File: config.mk
export PLATFORM = sky130hd
export DESIGN_NAME = num_ascii_fmt
export DESIGN_NICKNAME = d
export VERILOG_FILES = /design/src/rtl/num_ascii_fmt.sv
export SDC_FILE = /design/constraint.sdc
export NUM_CORES = 1
export LEC_CHECK = 0
export ABC_AREA = 1
export BUFFER_PORTS_ARGS = -buffer_cell sky130_fd_sc_hd__buf_4
export CORE_MARGIN = 2
export CORE_UTILIZATION = 55
export DETAILED_ROUTE_END_ITERATION = 12
export PLACE_DENSITY = 0.8
export SLEW_MARGIN = 20
export SYNTH_ARGS = -nofsm -noshare
export SYNTH_HDL_FRONTEND = slang
export SYNTH_SLANG_ARGS = --single-unit
File: constraint.sdc
create_clock -name clk -period 2.85 [get_ports clk]
set_input_delay 0.57 -clock clk [delete_from_list [all_inputs] [get_ports clk]]
set_output_delay 0.57 -clock clk [all_outputs]
set_load 0.005 [all_outputs]
File: src/rtl/num_ascii_fmt.sv
// Purpose : binary-to-ASCII formatter (decimal via iterative double-dabble, or hex), MS digit first.
// Latency : accept on cycle 0 -> first char on cycle WIDTH+1 (decimal) or cycle 2 (hex); one char per cycle after that.
// Backpr. : out_char/out_last/out_ovf hold while out_ready is low; in_ready stays low until the last char is taken.
//
// Ports:
//   clk, rst_n                 clock, asynchronous active-low reset
//   in_valid/in_ready          value handshake; in_value, in_hex, in_lz sampled on accept
//   out_valid/out_ready        character handshake
//   out_char                   ASCII character
//   out_last                   asserted on the digit at position 0
//   out_ovf                    value did not fit in DIGITS positions (same on every char of the value)
module num_ascii_fmt #(
   parameter int WIDTH  = 16,
   parameter int DIGITS = 5,
   parameter bit UPPER  = 1'b1
) (
   input  logic             clk,
   input  logic             rst_n,
   input  logic             in_valid,
   output logic             in_ready,
   input  logic [WIDTH-1:0] in_value,
   input  logic             in_hex,
   input  logic             in_lz,
   output logic             out_valid,
   input  logic             out_ready,
   output logic [7:0]       out_char,
   output logic             out_last,
   output logic             out_ovf
);

   localparam int BW = DIGITS * 4;
   localparam int CW = $clog2(WIDTH + 1);
   localparam int IW = $clog2(DIGITS + 1);

   typedef enum logic [1:0] {IDLE, CONV, EMIT} state_t;

   state_t            state_q;
   logic [WIDTH-1:0]  val_q;
   logic [BW-1:0]     dig_q;
   logic [CW-1:0]     cnt_q;
   logic [IW-1:0]     idx_q;
   logic              hex_q, lz_q, ovf_q;
   logic              in_ready_q, out_valid_q, out_last_q, out_ovf_q;
   logic [7:0]        out_char_q;

   logic [BW-1:0]       adj;
   logic [WIDTH+BW-1:0] ext;
   logic [BW-1:0]       dig_d;
   logic                ovf_d;
   logic [IW-1:0]       lead_d;

   // Select nibble i of a digit vector (loop form avoids index-width overflow).
   function automatic logic [3:0] nib(input logic [BW-1:0] v, input logic [IW-1:0] i);
      logic [3:0] r;
      r = 4'd0;
      for (int d = 0; d < DIGITS; d++)
         if (i == IW'(d)) r = v[4*d +: 4];
      return r;
   endfunction

   function automatic logic [7:0] to_ascii(input logic [3:0] n);
      if (n < 4'd10) return 8'h30 + {4'h0, n};
      else           return (UPPER ? 8'h41 : 8'h61) + {4'h0, n} - 8'd10;
   endfunction

   always_comb begin
      // Add-3 correction on every BCD digit >= 5 before the shift.
      adj = dig_q;
      for (int d = 0; d < DIGITS; d++)
         if (adj[4*d +: 4] >= 4'd5) adj[4*d +: 4] = adj[4*d +: 4] + 4'd3;
      ext = {{BW{1'b0}}, val_q};
      if (hex_q) begin
         dig_d = ext[BW-1:0];
         ovf_d = |(ext >> BW);
      end else begin
         // Bit leaving the top BCD digit means the value is >= 10**DIGITS.
         dig_d = {adj[BW-2:0], val_q[WIDTH-1]};
         ovf_d = ovf_q | adj[BW-1];
      end
      // Highest nonzero digit when suppressing zeros; position 0 if all zero.
      lead_d = lz_q ? '0 : IW'(DIGITS - 1);
      if (lz_q)
         for (int d = 0; d < DIGITS; d++)
            if (dig_d[4*d +: 4] != 4'd0) lead_d = IW'(d);
   end

   always_ff @(posedge clk or negedge rst_n) begin
      if (!rst_n) begin
         state_q     <= IDLE;
         val_q       <= '0;
         dig_q       <= '0;
         cnt_q       <= '0;
         idx_q       <= '0;
         hex_q       <= 1'b0;
         lz_q        <= 1'b0;
         ovf_q       <= 1'b0;
         in_ready_q  <= 1'b1;
         out_valid_q <= 1'b0;
         out_char_q  <= 8'h00;
         out_last_q  <= 1'b0;
         out_ovf_q   <= 1'b0;
      end else begin
         case (state_q)
            IDLE: begin
               if (in_valid && in_ready_q) begin
                  val_q      <= in_value;
                  hex_q      <= in_hex;
                  lz_q       <= in_lz;
                  dig_q      <= '0;
                  ovf_q      <= 1'b0;
                  cnt_q      <= CW'(WIDTH - 1);
                  in_ready_q <= 1'b0;
                  state_q    <= CONV;
               end
            end
            CONV: begin
               val_q <= val_q << 1;
               dig_q <= dig_d;
               ovf_q <= ovf_d;
               cnt_q <= cnt_q - CW'(1);
               if (hex_q || cnt_q == '0) begin
                  state_q     <= EMIT;
                  idx_q       <= lead_d;
                  out_valid_q <= 1'b1;
                  out_char_q  <= to_ascii(nib(dig_d, lead_d));
                  out_last_q  <= (lead_d == '0);
                  out_ovf_q   <= ovf_d;
               end
            end
            EMIT: begin
               if (out_ready) begin
                  if (out_last_q) begin
                     state_q     <= IDLE;
                     out_valid_q <= 1'b0;
                     out_char_q  <= 8'h00;
                     out_last_q  <= 1'b0;
                     out_ovf_q   <= 1'b0;
                     in_ready_q  <= 1'b1;
                  end else begin
                     idx_q      <= idx_q - IW'(1);
                     out_char_q <= to_ascii(nib(dig_q, idx_q - IW'(1)));
                     out_last_q <= (idx_q == IW'(1));
                  end
               end
            end
            default: state_q <= IDLE;
         endcase
      end
   end

   assign in_ready  = in_ready_q;
   assign out_valid = out_valid_q;
   assign out_char  = out_char_q;
   assign out_last  = out_last_q;
   assign out_ovf   = out_ovf_q;

endmodule

==> results.cfg <==
[setup_path]
critPathCaptureType = register
path_max_fanout = 5
required_ps = 3130
path_delay_family = simple AND/OR/NAND/NOR gates
rrSetupSlack_ps = -20
cp_slowest_cell = dfrtp_1
critical_path.max_stage_delay_ps = 440
worstSetupPathType = reg2reg
critPathMostFrequentCell = nand2_2
critical_path_arrival_ps = 3140
crit_buf_inv = 4
cp_cell_sequence = inv_2, ha_4, inv_2, nand2_2, nand3_4, nand2_2, nand3_2, nand2_2, nand2_2, nor2_4, nand2_2, nand4_1, nor2_1, nor2_1, nand4_1, inv_2, ha_4, inv_1, nand3_1, nand2_1, nand2_1, a21oi_1
startpoint_type = register

[clock_tree]
clock_path_buffers = 2
clk_pin_slew_ps = 80
cts_tree = built
htreeDepth = 3
insertion_delay_ps = 350
hold_buffers = 0
clock-root-buffer = clkbuf_8
cts_buffers = 9
clock_sinks = 60

[place]
gp_congestion = 0.9087
post-dp-hpwl_um = 7579
placed_cell_area_mm2 = 0.004502
place.port_buffers = 32
dp_cells = 685

[pwr]
seq_power_share = 0.487
internal_power_w = 0.001358
p_total_w = 0.001748
swShare = 0.2235
leakage_nw = 2.485
vdd_ir_drop_max_mv = 0.2871
pwr-share-clk = 0.491
p_sw_w = 0.0003907
power_density_mw_per_mm2 = 351.0
combPwrFrac = 0.022

[route]
firstDrtPassIters = 5
wirelength_um = 10960
wl_per_cell_um = 15.29
drcViolationCount = 0
vias = 4058
ant_nets = 0
dr.first_iter.drc_count = 445
vias_per_cell = 5.660

[floorplanning]
rows = 31
start_util = 0.5683
die_y_um = 90.80
num_io_pins = 34
die_w_um = 90.80
core_mm2 = 0.007292
dieArea_mm2 = 0.008245

[global_route]
antenna_found_initial = 0
grt_usage = 0.2697
grt.overflow.total = 0
first_global_vias = 3821
grt_max_degree = 61
grt_pass1_wl_um = 17960

[timing]
setup_viol = 2
fin_ws_ps = -17.88
max_freq_ghz = 0.3487
finClkSkew_ps = 9.030
slew_headroom = 0.4757
tightest_slew_ps = 785.5
period_minus_slack_ps = 2868
drv_slew = 0
fin_crit_sh = 1.006
fin_tns_setup_ps = -20.72
final_hold_viol_count = 0

[logic_synthesis]
synth_area_per_cell_um2 = 7.413
yosysWarnings = 0
seq_area_frac_synth = 0.3626
synth_common_cells = nand2_1, inv_1, dfrtp_1, nand3_1, nor2_1
synth_area_leaders = dfrtp_1, nand2_1, inv_1
synth_ff_type = dfrtp_1
synth_edf_count = 0
synth_top_area_share = 0.3563
synth_cell_types = 45
synthArstFlopShare = 1.000
yosys.area.top_type = dfrtp_1
netlist_instances = 559
syn-num-nets = 601
syn_area_mm2 = 0.004144
ys_ff_latch = 60
yosysMostFrequentCell = nand2_1

[flow_run]
cap_violations = 0

[min_path]
hp-class = in2async

[status]
violations = setup timing
status = finished, violations left

[layout]
diodes = 0
synthToLayoutAreaGrowth_pct = 20.20
finalNetCount = 655
fill_cells = 585
fin_area_mm2 = 0.004981
drive_above_1_share = 0.2686
instances_no_fill = 717
[flip-flops by register name, indices dropped and copies added (netlist names)]
register and flops:
lz_q 1, out_char 7, val_q 16, out_valid 1, dig_q 20, out_ovf 1
in_ready 1, state_q 2, idx_q 3, ovf_q 1, hex_q 1, cnt_q 5
out_last 1
[cells in the final DEF (no fill, tap or decap), types with 11 or more instances in the layout]
| master | instances |
|---|---|
| a21oi_1 | 24 |
| nand3_2 | 11 |
| inv_1 | 64 |
| nand2_2 | 26 |
| buf_4 | 57 |
| nand2_1 | 122 |
| a221oi_1 | 14 |
| nor3_1 | 17 |
| inv_2 | 18 |
| o21ai_0 | 28 |
| dfrtp_1 | 58 |
| o22ai_1 | 15 |
| nand4_1 | 11 |
| ha_1 | 17 |
| nor2_1 | 29 |
| nand3_1 | 30 |
[logic make-up after synthesis]
kind of cell | after synthesis | share of synthesized area
buffers and inverters | 101 | 0.09873
xor gates and xnor gates | 2 | 0.004228
DFF | 60 | 0.3626
adders and majority gates | 20 | 0.06039
AOI/OAI and AO/OA | 104 | 0.1570
other | 1 | 0.0009049
muxes | 1 | 0.002416
and+or+nand+nor | 270 | 0.3137
[metrics by stage]
step	setup slack (ps)	utilization	hold slack [ps]
3_5_place_dp	85.05	0.6174	464.6
3_3_place_gp	146.2	0.6174	462.2
6_report	-17.88	0.6831	296.3
2_1_floorplan	432.4	-	274.4
4_1_cts	65.70	0.6469	332.4
5_1_grt	-159.9	0.6831	378.2
[per-layer routing]
layer,up-vias,part of all wire,global-route usage
met5,-,0,0
met4,0,0.023,0.08207
met3,27,0.064,0.04257
met2,134,0.48,0.4440
met1,1934,0.44,0.3680
li1,1963,-,-
[worst paths after layout]
kind / start / to / cells after the start
min: rst_n / val_q[7]$_DFFE_PN0P_ / 1
min in group clk: in_hex / hex_q$_DFFE_PN0P_ / 3
max: dig_q[8]$_DFFE_PN0P_ / out_char[1]$_DFFE_PN0P_ / 22
max in group asynchronous: rst_n / dig_q[12]$_DFFE_PN0P_ / 1
max reg2reg: dig_q[8]$_DFFE_PN0P_ / out_char[1]$_DFFE_PN0P_ / 22
min reg2reg: out_valid$_DFFE_PN0P_ / out_valid$_DFFE_PN0P_ / 2
[cell type report]
type	count	area (µm²)	area share
Multi-Input combinational cell	398	2374	0.4765
Inverter	86	325.3	0.06531
Tap cell	99	123.9	0.02487
Timing Repair Buffer	58	439.2	0.08817
Sequential cell	60	1504	0.3019
Clock inverter	7	91.34	0.01834
Clock buffer	9	123.9	0.02487
[timing repair]
action,CTS,global route
setup endpoints to repair,0,7
buffers inserted,0,16
resized for setup,0,44
[power groups by stage]
stage / clock, W / sequential, W / combinational, W
2_1_floorplan: 0 / 0.000868 / 0.00000180
3_3_place_gp: 0 / 0.000867 / 0.0000392
3_5_place_dp: 0 / 0.000867 / 0.0000403
4_1_cts: 0.000858 / 0.000851 / 0.0000404
5_1_grt: 0.000902 / 0.000851 / 0.0000449
6_report: 0.000859 / 0.000851 / 0.0000390
Power figures use the tool's default switching activity.
